File: src/rtl/alu_pkg.sv
// Shared encodings for the ALU execute stage: op select codes, FSM states, default width.
package alu_pkg;

    localparam int DEF_WIDTH = 4;

    typedef enum logic [1:0] {
        OP_NONE = 2'b00,
        OP_ADD  = 2'b01,
        OP_SUB  = 2'b10,
        OP_X11  = 2'b11
    } op_e;

    typedef enum logic [1:0] {
        IDLE = 2'b00,
        EXEC = 2'b01,
        MUL  = 2'b10,
        DONE = 2'b11
    } state_e;

endpackage

File: src/rtl/alu_mul_seq.sv
// Unsigned shift-add multiplier: one partial product per cycle, WIDTH cycles after load.
// last_o pulses for one cycle once product_o holds the complete result.
module alu_mul_seq #(
    parameter int WIDTH = alu_pkg::DEF_WIDTH
) (
    input  logic               clk,
    input  logic               rst_i,
    input  logic               load_i,
    input  logic [WIDTH-1:0]   a_i,
    input  logic [WIDTH-1:0]   b_i,
    output logic [2*WIDTH-1:0] product_o,
    output logic               last_o
);

    localparam int CNT_W = $clog2(WIDTH) + 1;
    localparam logic [CNT_W-1:0] CNT_LAST = CNT_W'(WIDTH - 1);

    logic [2*WIDTH-1:0] acc_q, acc_d;
    logic [2*WIDTH-1:0] mcand_q;
    logic [WIDTH-1:0]   mplier_q;
    logic [CNT_W-1:0]   cnt_q;
    logic               run_q;
    logic               last_q;

    assign acc_d = acc_q + (mplier_q[0] ? mcand_q : '0);

    always_ff @(posedge clk) begin
        if (rst_i) begin
            acc_q    <= '0;
            mcand_q  <= '0;
            mplier_q <= '0;
            cnt_q    <= '0;
            run_q    <= 1'b0;
            last_q   <= 1'b0;
        end else if (load_i) begin
            acc_q    <= '0;
            mcand_q  <= {{WIDTH{1'b0}}, a_i};
            mplier_q <= b_i;
            cnt_q    <= '0;
            run_q    <= 1'b1;
            last_q   <= 1'b0;
        end else if (run_q) begin
            acc_q    <= acc_d;
            mcand_q  <= mcand_q << 1;
            mplier_q <= mplier_q >> 1;
            cnt_q    <= cnt_q + 1'b1;
            if (cnt_q == CNT_LAST) begin
                run_q  <= 1'b0;
                last_q <= 1'b1;
            end
        end else begin
            last_q <= 1'b0;
        end
    end

    assign product_o = acc_q;
    assign last_o    = last_q;

endmodule

File: src/rtl/alu_exec.sv
// Operand latch + execute stage with registered result/flags and a one-cycle done pulse.
// Define ALU_MUL_EN to make op 11 an iterative multiply; otherwise op 11 is a single-cycle AND.
module alu_exec
    import alu_pkg::*;
#(
    parameter int WIDTH = DEF_WIDTH
) (
    input  logic             clk,
    input  logic             grst,
    input  logic             lrst,
    input  logic [WIDTH-1:0] bus,
    input  logic             rs1,
    input  logic             rs2,
    input  logic [1:0]       op_sel,
    input  logic             start,
    output logic             busy,
    output logic             done,
    output logic [WIDTH-1:0] res,
    output logic             Z,
    output logic             C,
    output logic             O,
    output logic             N
);

    localparam int MSB = WIDTH - 1;

    state_e           state_q;
    op_e              op_q;
    logic [WIDTH-1:0] a_q, b_q;
    logic [WIDTH-1:0] opa_q, opb_q;
    logic [WIDTH-1:0] res_q;
    logic             z_q, c_q, o_q, n_q;
    logic             busy_q, done_q;

    logic             rst;
    logic             accept;
    logic             finish;
    logic             mul_last;
    logic [WIDTH:0]   sum_ext, dif_ext;
    logic [WIDTH-1:0] fin_res;
    logic             fin_c, fin_o;

    assign rst    = grst | lrst;
    assign accept = (state_q == IDLE) && start && (op_sel != OP_NONE);

`ifdef ALU_MUL_EN
    logic [2*WIDTH-1:0] mul_prod;

    // Loaded from the pre-edge operands, so an rs in the start cycle does not leak in.
    alu_mul_seq #(.WIDTH(WIDTH)) u_mul (
        .clk       (clk),
        .rst_i     (rst),
        .load_i    (accept && (op_sel == OP_X11)),
        .a_i       (a_q),
        .b_i       (b_q),
        .product_o (mul_prod),
        .last_o    (mul_last)
    );
`else
    assign mul_last = 1'b0;
`endif

    assign finish = (state_q == EXEC) || ((state_q == MUL) && mul_last);

    always_comb begin
        sum_ext = {1'b0, opa_q} + {1'b0, opb_q};
        dif_ext = {1'b0, opa_q} - {1'b0, opb_q};
        fin_res = opa_q & opb_q;
        fin_c   = 1'b0;
        fin_o   = 1'b0;
        case (op_q)
            OP_ADD: begin
                fin_res = sum_ext[WIDTH-1:0];
                fin_c   = sum_ext[WIDTH];
                fin_o   = (opa_q[MSB] == opb_q[MSB]) && (sum_ext[MSB] != opa_q[MSB]);
            end
            OP_SUB: begin
                fin_res = dif_ext[WIDTH-1:0];
                fin_c   = dif_ext[WIDTH];
                fin_o   = (opa_q[MSB] != opb_q[MSB]) && (dif_ext[MSB] != opa_q[MSB]);
            end
            default: ;
        endcase
`ifdef ALU_MUL_EN
        if (state_q == MUL) begin
            fin_res = mul_prod[WIDTH-1:0];
            fin_c   = |mul_prod[2*WIDTH-1:WIDTH];
            fin_o   = 1'b0;
        end
`endif
    end

    always_ff @(posedge clk) begin
        if (rst) begin
            state_q <= IDLE;
            op_q    <= OP_NONE;
            a_q     <= '0;
            b_q     <= '0;
            opa_q   <= '0;
            opb_q   <= '0;
            res_q   <= '0;
            z_q     <= 1'b0;
            c_q     <= 1'b0;
            o_q     <= 1'b0;
            n_q     <= 1'b0;
            busy_q  <= 1'b0;
            done_q  <= 1'b0;
        end else begin
            done_q <= 1'b0;
            if ((state_q == IDLE) || (state_q == DONE)) begin
                if (rs1) a_q <= bus;
                if (rs2) b_q <= bus;
            end
            if (finish) begin
                state_q <= DONE;
                busy_q  <= 1'b0;
                done_q  <= 1'b1;
                res_q   <= fin_res;
                z_q     <= (fin_res == '0);
                c_q     <= fin_c;
                o_q     <= fin_o;
                n_q     <= fin_res[MSB];
            end else begin
                case (state_q)
                    IDLE: if (accept) begin
                        // Snapshot operands so same-cycle rs writes only affect the next op.
                        op_q   <= op_e'(op_sel);
                        opa_q  <= a_q;
                        opb_q  <= b_q;
                        busy_q <= 1'b1;
`ifdef ALU_MUL_EN
                        state_q <= (op_sel == OP_X11) ? MUL : EXEC;
`else
                        state_q <= EXEC;
`endif
                    end
                    DONE:    state_q <= IDLE;
                    default: ;
                endcase
            end
        end
    end

    assign busy = busy_q;
    assign done = done_q;
    assign res  = res_q;
    assign Z    = z_q;
    assign C    = c_q;
    assign O    = o_q;
    assign N    = n_q;

endmodule

File: config.mk
export PLATFORM = sky130hd
export DESIGN_NAME = alu_exec
export DESIGN_NICKNAME = d
export VERILOG_FILES = /design/src/rtl/alu_pkg.sv /design/src/rtl/alu_mul_seq.sv /design/src/rtl/alu_exec.sv
export SDC_FILE = /design/constraint.sdc
export NUM_CORES = 1
export LEC_CHECK = 0
export BUFFER_PORTS_ARGS = -buffer_cell sky130_fd_sc_hd__buf_2
export CAP_MARGIN = 25
export CORE_ASPECT_RATIO = 2
export CORE_UTILIZATION = 45
export CTS_CLUSTER_SIZE = 8
export DETAILED_ROUTE_END_ITERATION = 7
export PLACE_DENSITY_LB_ADDON = 0.15
export SLEW_MARGIN = 20
export SYNTH_ARGS = -nofsm -noshare
export SYNTH_HDL_FRONTEND = slang
export SYNTH_SLANG_ARGS = --single-unit
File: constraint.sdc
create_clock -name clk -period 4.81 [get_ports clk]
set_clock_uncertainty 0.05 [all_clocks]
set_input_delay 0.481 -clock clk [delete_from_list [all_inputs] [get_ports clk]]
set_output_delay 0.481 -clock clk [all_outputs]
set_load 0.01 [all_outputs]
# [After elaboration in Yosys (flattened, before gate mapping)]
# Cells that the tools add are included.
[op_classes] n_eq_ne=9 add_sub_neg=2 bitwise=3 muxes=7 reduce_logical=15
[ops] cell="4-bit one-hot mux with 2 select lines" n=1
[ops] cell="2-bit AND reduction" n=4
[ops] cell="4-bit by 4-bit adder with 5-bit output" n=1
[ops] cell="4-bit by 4-bit subtractor with 5-bit output" n=1
[ops] cell="4-bit AND" n=1
[ops] cell="2-bit by 1-bit == test with 1-bit output, second input constant" n=2
[ops] cell="2-bit == test, second input constant" n=2
[ops] cell="1-bit logical AND" n=4
[ops] cell="4-bit logical NOT" n=1
[ops] cell="2-bit two-way mux" n=2
[ops] cell="1-bit one-hot mux with 2 select lines" n=2
[ops] cell="2-bit one-hot mux with 2 select lines" n=1
[ops] cell="1-bit inequality test" n=3
[ops] cell="3-bit inequality test, second input constant" n=1
[ops] cell="3-bit AND reduction" n=1
[ops] cell="3-bit nonzero test" n=1
[ops] cell="2-bit logical NOT" n=1
[ops] cell="2-bit nonzero test" n=1
[ops] cell="2-bit OR reduction" n=1
[ops] cell="1-bit == test" n=1
[ops] cell="1-bit logical OR" n=1
[ops] cell="1-bit two-way mux" n=1
[ops] cell="1-bit inverter" n=1
[ops] cell="1-bit OR" n=1
[word_totals] ff_bits=30

# [Longest topological paths before layout]
[logic_depth] ltp_word=6 depth_mapped=8 ltp_nobuf=8

# [Worst setup path before layout]
# Ideal clock, no wire load.
[synth_path] path_type="reg-to-reg" start="register opa_q[0]" end="register z_q (netlist: Z)" slack_ns=2.986 t_arrival_ns=1.689 n_path_buf=0 setup_time_ns=0.084 synth_period_minus_slack_ns=1.824 stages_incl_launch_ff=8 required_time_ns=4.676 cell_sequence="dfxtp_1 inv_1 ha_1 fa_1 a221oi_2 a2bb2oi_2 nand4_1 o31ai_2"
[synth_via] elab_chain_len=3
[synth_rtl] element="from (decl)" line="alu_exec.sv:30" rtl="logic [WIDTH-1:0] opa_q, opb_q;"
[synth_rtl] element="from (signal assigned)" line="alu_exec.sv:128" rtl="opa_q <= a_q;"
[synth_rtl] element="4-bit by 4-bit subtractor with 5-bit output, or another cell as far along" line="alu_exec.sv:67" rtl="dif_ext = {1'b0, opa_q} - {1'b0, opb_q};"
[synth_rtl] element="4-bit one-hot mux with 2 select lines (*)" line="alu_exec.sv:71" rtl="case (op_q)"
[synth_rtl] element="4-bit logical NOT (*)" line="alu_exec.sv:119" rtl="z_q <= (fin_res == '0);"
[synth_rtl] element="to (signal assigned)" line="alu_exec.sv:119"
[synth_rtl] element="to (decl)" line="alu_exec.sv:32" rtl="logic z_q, c_q, o_q, n_q;"
# Mark *: on every way between the ends. The rest lies on a longest branch, timed or not.
# A chain may end at the register's enable or synchronous reset.

# [Worst setup path in the final report]
# Same ends and word-level chain as after synthesis.

==> metrics.cfg <==
[placement]
io_buffers = 21
dp_hpwl_um = 2480
place_inst = 219
gp_congestion = 0.782

[sta]
fin_tns_setup_ns = 0
fin_crit_sh_pct = 42.5
tightest_slew_ns = 0.554
hold_viol_final = 0
setup_violations = 0
max_freq_ghz = 0.489
period_minus_slack_ns = 2.05
relSlewSlack_pct = 63.0
drv_slew = 0
rsz0062_at_grt = false

[floorplanning]
pin_count = 22
floorplan.initialDensity_pct = 47.3
num_rows = 30
die_x_um = 44.2
dieArea_um2 = 3810
fp.coreArea_um2 = 3380
die_h_um = 86.3

[route]
drc = 0
vias = 1251
routed_wl_um = 3110
ant_nets = 0
dr.first_iter.drc_count = 20
wire_per_inst_um = 13.8
dr.pass1.iters = 7
via_per_inst = 5.54

[setup_path]
regToRegEndpoint = Z
required_ns = 4.96
arrival_ns = 2.20
crit_type = flop to flop
crit_path_max_incr_delay_ns = 0.44
timing.rr.start = opa_q[0]
crit_path_end_kind = flop
rrSetupSlack_ns = 2.76
r2r_cells = 7
critical-path-slowest-cell = fa_1
worst-path-buf-inv = 1
start_kind = flop
cp_cell_sequence = inv_1 > ha_1 > fa_1 > a221oi_2 > a2bb2oi_2 > nand4_1 > o31ai_2
cp_top_family = compound AO/OA/AOI/OAI gates
cp_max_fo = 3

[clock_network]
post_cts_resize_count = 0
cts_hold_buf = 0
cts_buffers = 5
clock-root-buffer = clkbuf_8
postCtsSetupBuffers = 0
cts_max_path_buffers = 2
cts.htree.levels = 2
clk_latency_ns = 0.28
cts.clk_slew.worst_paths_ns = 0.06
cts_tree = done
clock_sinks = 29

[final_layout]
diodes = 0
nNetsFinal = 222
fin_cells = 226
drive_gt1_share_pct = 19.1
layout_common_cells = nor2_1, dfxtp_1, mux2i_1, buf_2, inv_1
area_delta_synth_final_pct = 11.8
final_common_cell = nor2_1
fill_cells = 328

[synthesis]
yosysWarnings = 0
avgSynthCellArea_um2 = 9.19
synth_cell_types = 37
synth_fp_nets = 202
netlist_area_um2 = 1600
syn-instance-count = 174
yosysSeqAreaShare_pct = 36.3
synth_seq_cells = 29

[worst_hold_path]
min_to = a_q[1]
hold_path.class = input pin to flop
worstHoldStart = bus[1]
whs_path_depth = 3

[run]
max-cap-violations = 0

[pwr]
leakagePower_uw = 0.000788
peakVddDrop_mv = 0.185
power.density_cell_area_nw_per_um2 = 286
total_power_uw = 511

[grt]
grt_first_pass_wirelength_um = 5260
grt_antenna_before_repair = 0
grt_pass1_vias = 1251
grt_max_degree = 26
gr-total-overflow = 0
grtUsageTotal_pct = 18.6

[status]
outcome = completed

## cells by family after synthesis
kind of cell / share of synthesized area [%]
muxes: 13.1
adders and majority gates: 13.5
and+or+nand+nor: 15.6
buffers and inverters: 7.12
DFF: 36.3
AOI/OAI and AO/OA: 14.3
## routing by layer
| metal | GRT usage (%) | wire [um] | up-vias |
|---|---|---|---|
| li1 | - | - | 626 |
| met1 | 18.3 | 1160 | 585 |
| met2 | 34.2 | 1750 | 31 |
| met3 | 3.75 | 96 | 9 |
| met4 | 9.64 | 99 | 0 |
| met5 | 0 | 0 | - |
## metrics by stage
step | cell area (um^2) | hold slack (ns) | setup WS (ns) | util, %
after floorplan | 1600 | 0.410 | 2.99 | -
after global placement | 1700 | 0.395 | 2.91 | 50.4
after detailed placement | 1700 | 0.413 | 2.81 | 50.4
after CTS | 1790 | 0.399 | 2.79 | 52.9
after global routing | 1790 | 0.417 | 2.69 | 52.9
final | 1790 | 0.399 | 2.76 | 52.9
## worst register-to-register path, cell delays in order (launching register included)
cell	delay (ns)
dfxtp_1	0.35
inv_1	0.05
ha_1	0.21
fa_1	0.44
a221oi_2	0.33
a2bb2oi_2	0.21
nand4_1	0.12
o31ai_2	0.20
## cell usage after synthesis
cell type | count | share of area (%)
nor2_1 | 32 | 7.5
dfxtp_1 | 29 | 36
mux2i_1 | 21 | 13
inv_1 | 19 | 4.5
ha_1 | 14 | 11
a211oi_1 | 5 | 2.3
clkbuf_1 | 5 | 1.2
nand2_1 | 5 | 1.2
nand2b_1 | 4 | 1.6
a21oi_1 | 3 | 0.94
nand3_1 | 3 | 0.94
nor2b_1 | 3 | 1.2
o21ai_0 | 3 | 0.94
a221oi_2 | 2 | 1.9
a31oi_1 | 2 | 0.78
fa_1 | 2 | 2.5
nand4_1 | 2 | 0.78
a21o_1 | 1 | 0.47
a221oi_1 | 1 | 0.55
a2bb2oi_1 | 1 | 0.55
a2bb2oi_2 | 1 | 0.94
a31o_2 | 1 | 0.55
a32oi_1 | 1 | 0.55
buf_2 | 1 | 0.31
buf_4 | 1 | 0.47
buf_6 | 1 | 0.70
nor2_4 | 1 | 0.70
nor2b_2 | 1 | 0.55
nor2b_4 | 1 | 0.86
o211ai_1 | 1 | 0.47
o21a_1 | 1 | 0.47
o21bai_1 | 1 | 0.47
o221a_2 | 1 | 0.70
o22a_1 | 1 | 0.55
o22ai_1 | 1 | 0.39
o31ai_2 | 1 | 0.78
or2_2 | 1 | 0.39
## worst max-delay path by stage
stage               end  startpoint  cells after the start
floorplan             Z    opa_q[0]                      7
global placement      Z    opa_q[0]                      7
detailed placement    Z    opa_q[0]                      7
CTS                   Z    opa_q[0]                      7
global route          Z    opa_q[0]                      7
finish                Z    opa_q[0]                      7
## registers in the layout (all words and copies together) (netlist names), 2 cells and up
signal	flops
state_q	2
opb_q	4
a_q	4
b_q	4
opa_q	4
res	4
op_q	2
## report_power, final
group,switching (uW),internal [uW]
combinational,34.6,25.1
sequential,3.91,247
clock,87.2,113
## final cells by class
cell class | instances | area, um^2 | share of cell area, %
Multi-Input combinational cell | 118 | 905 | 50.6
Sequential cell | 29 | 581 | 32.5
Timing Repair Buffer | 21 | 105 | 5.88
Clock buffer | 7 | 86.3 | 4.83
Inverter | 19 | 71.3 | 3.99
Tap cell | 32 | 40.0 | 2.24
(Power assumes the default switching activity.)
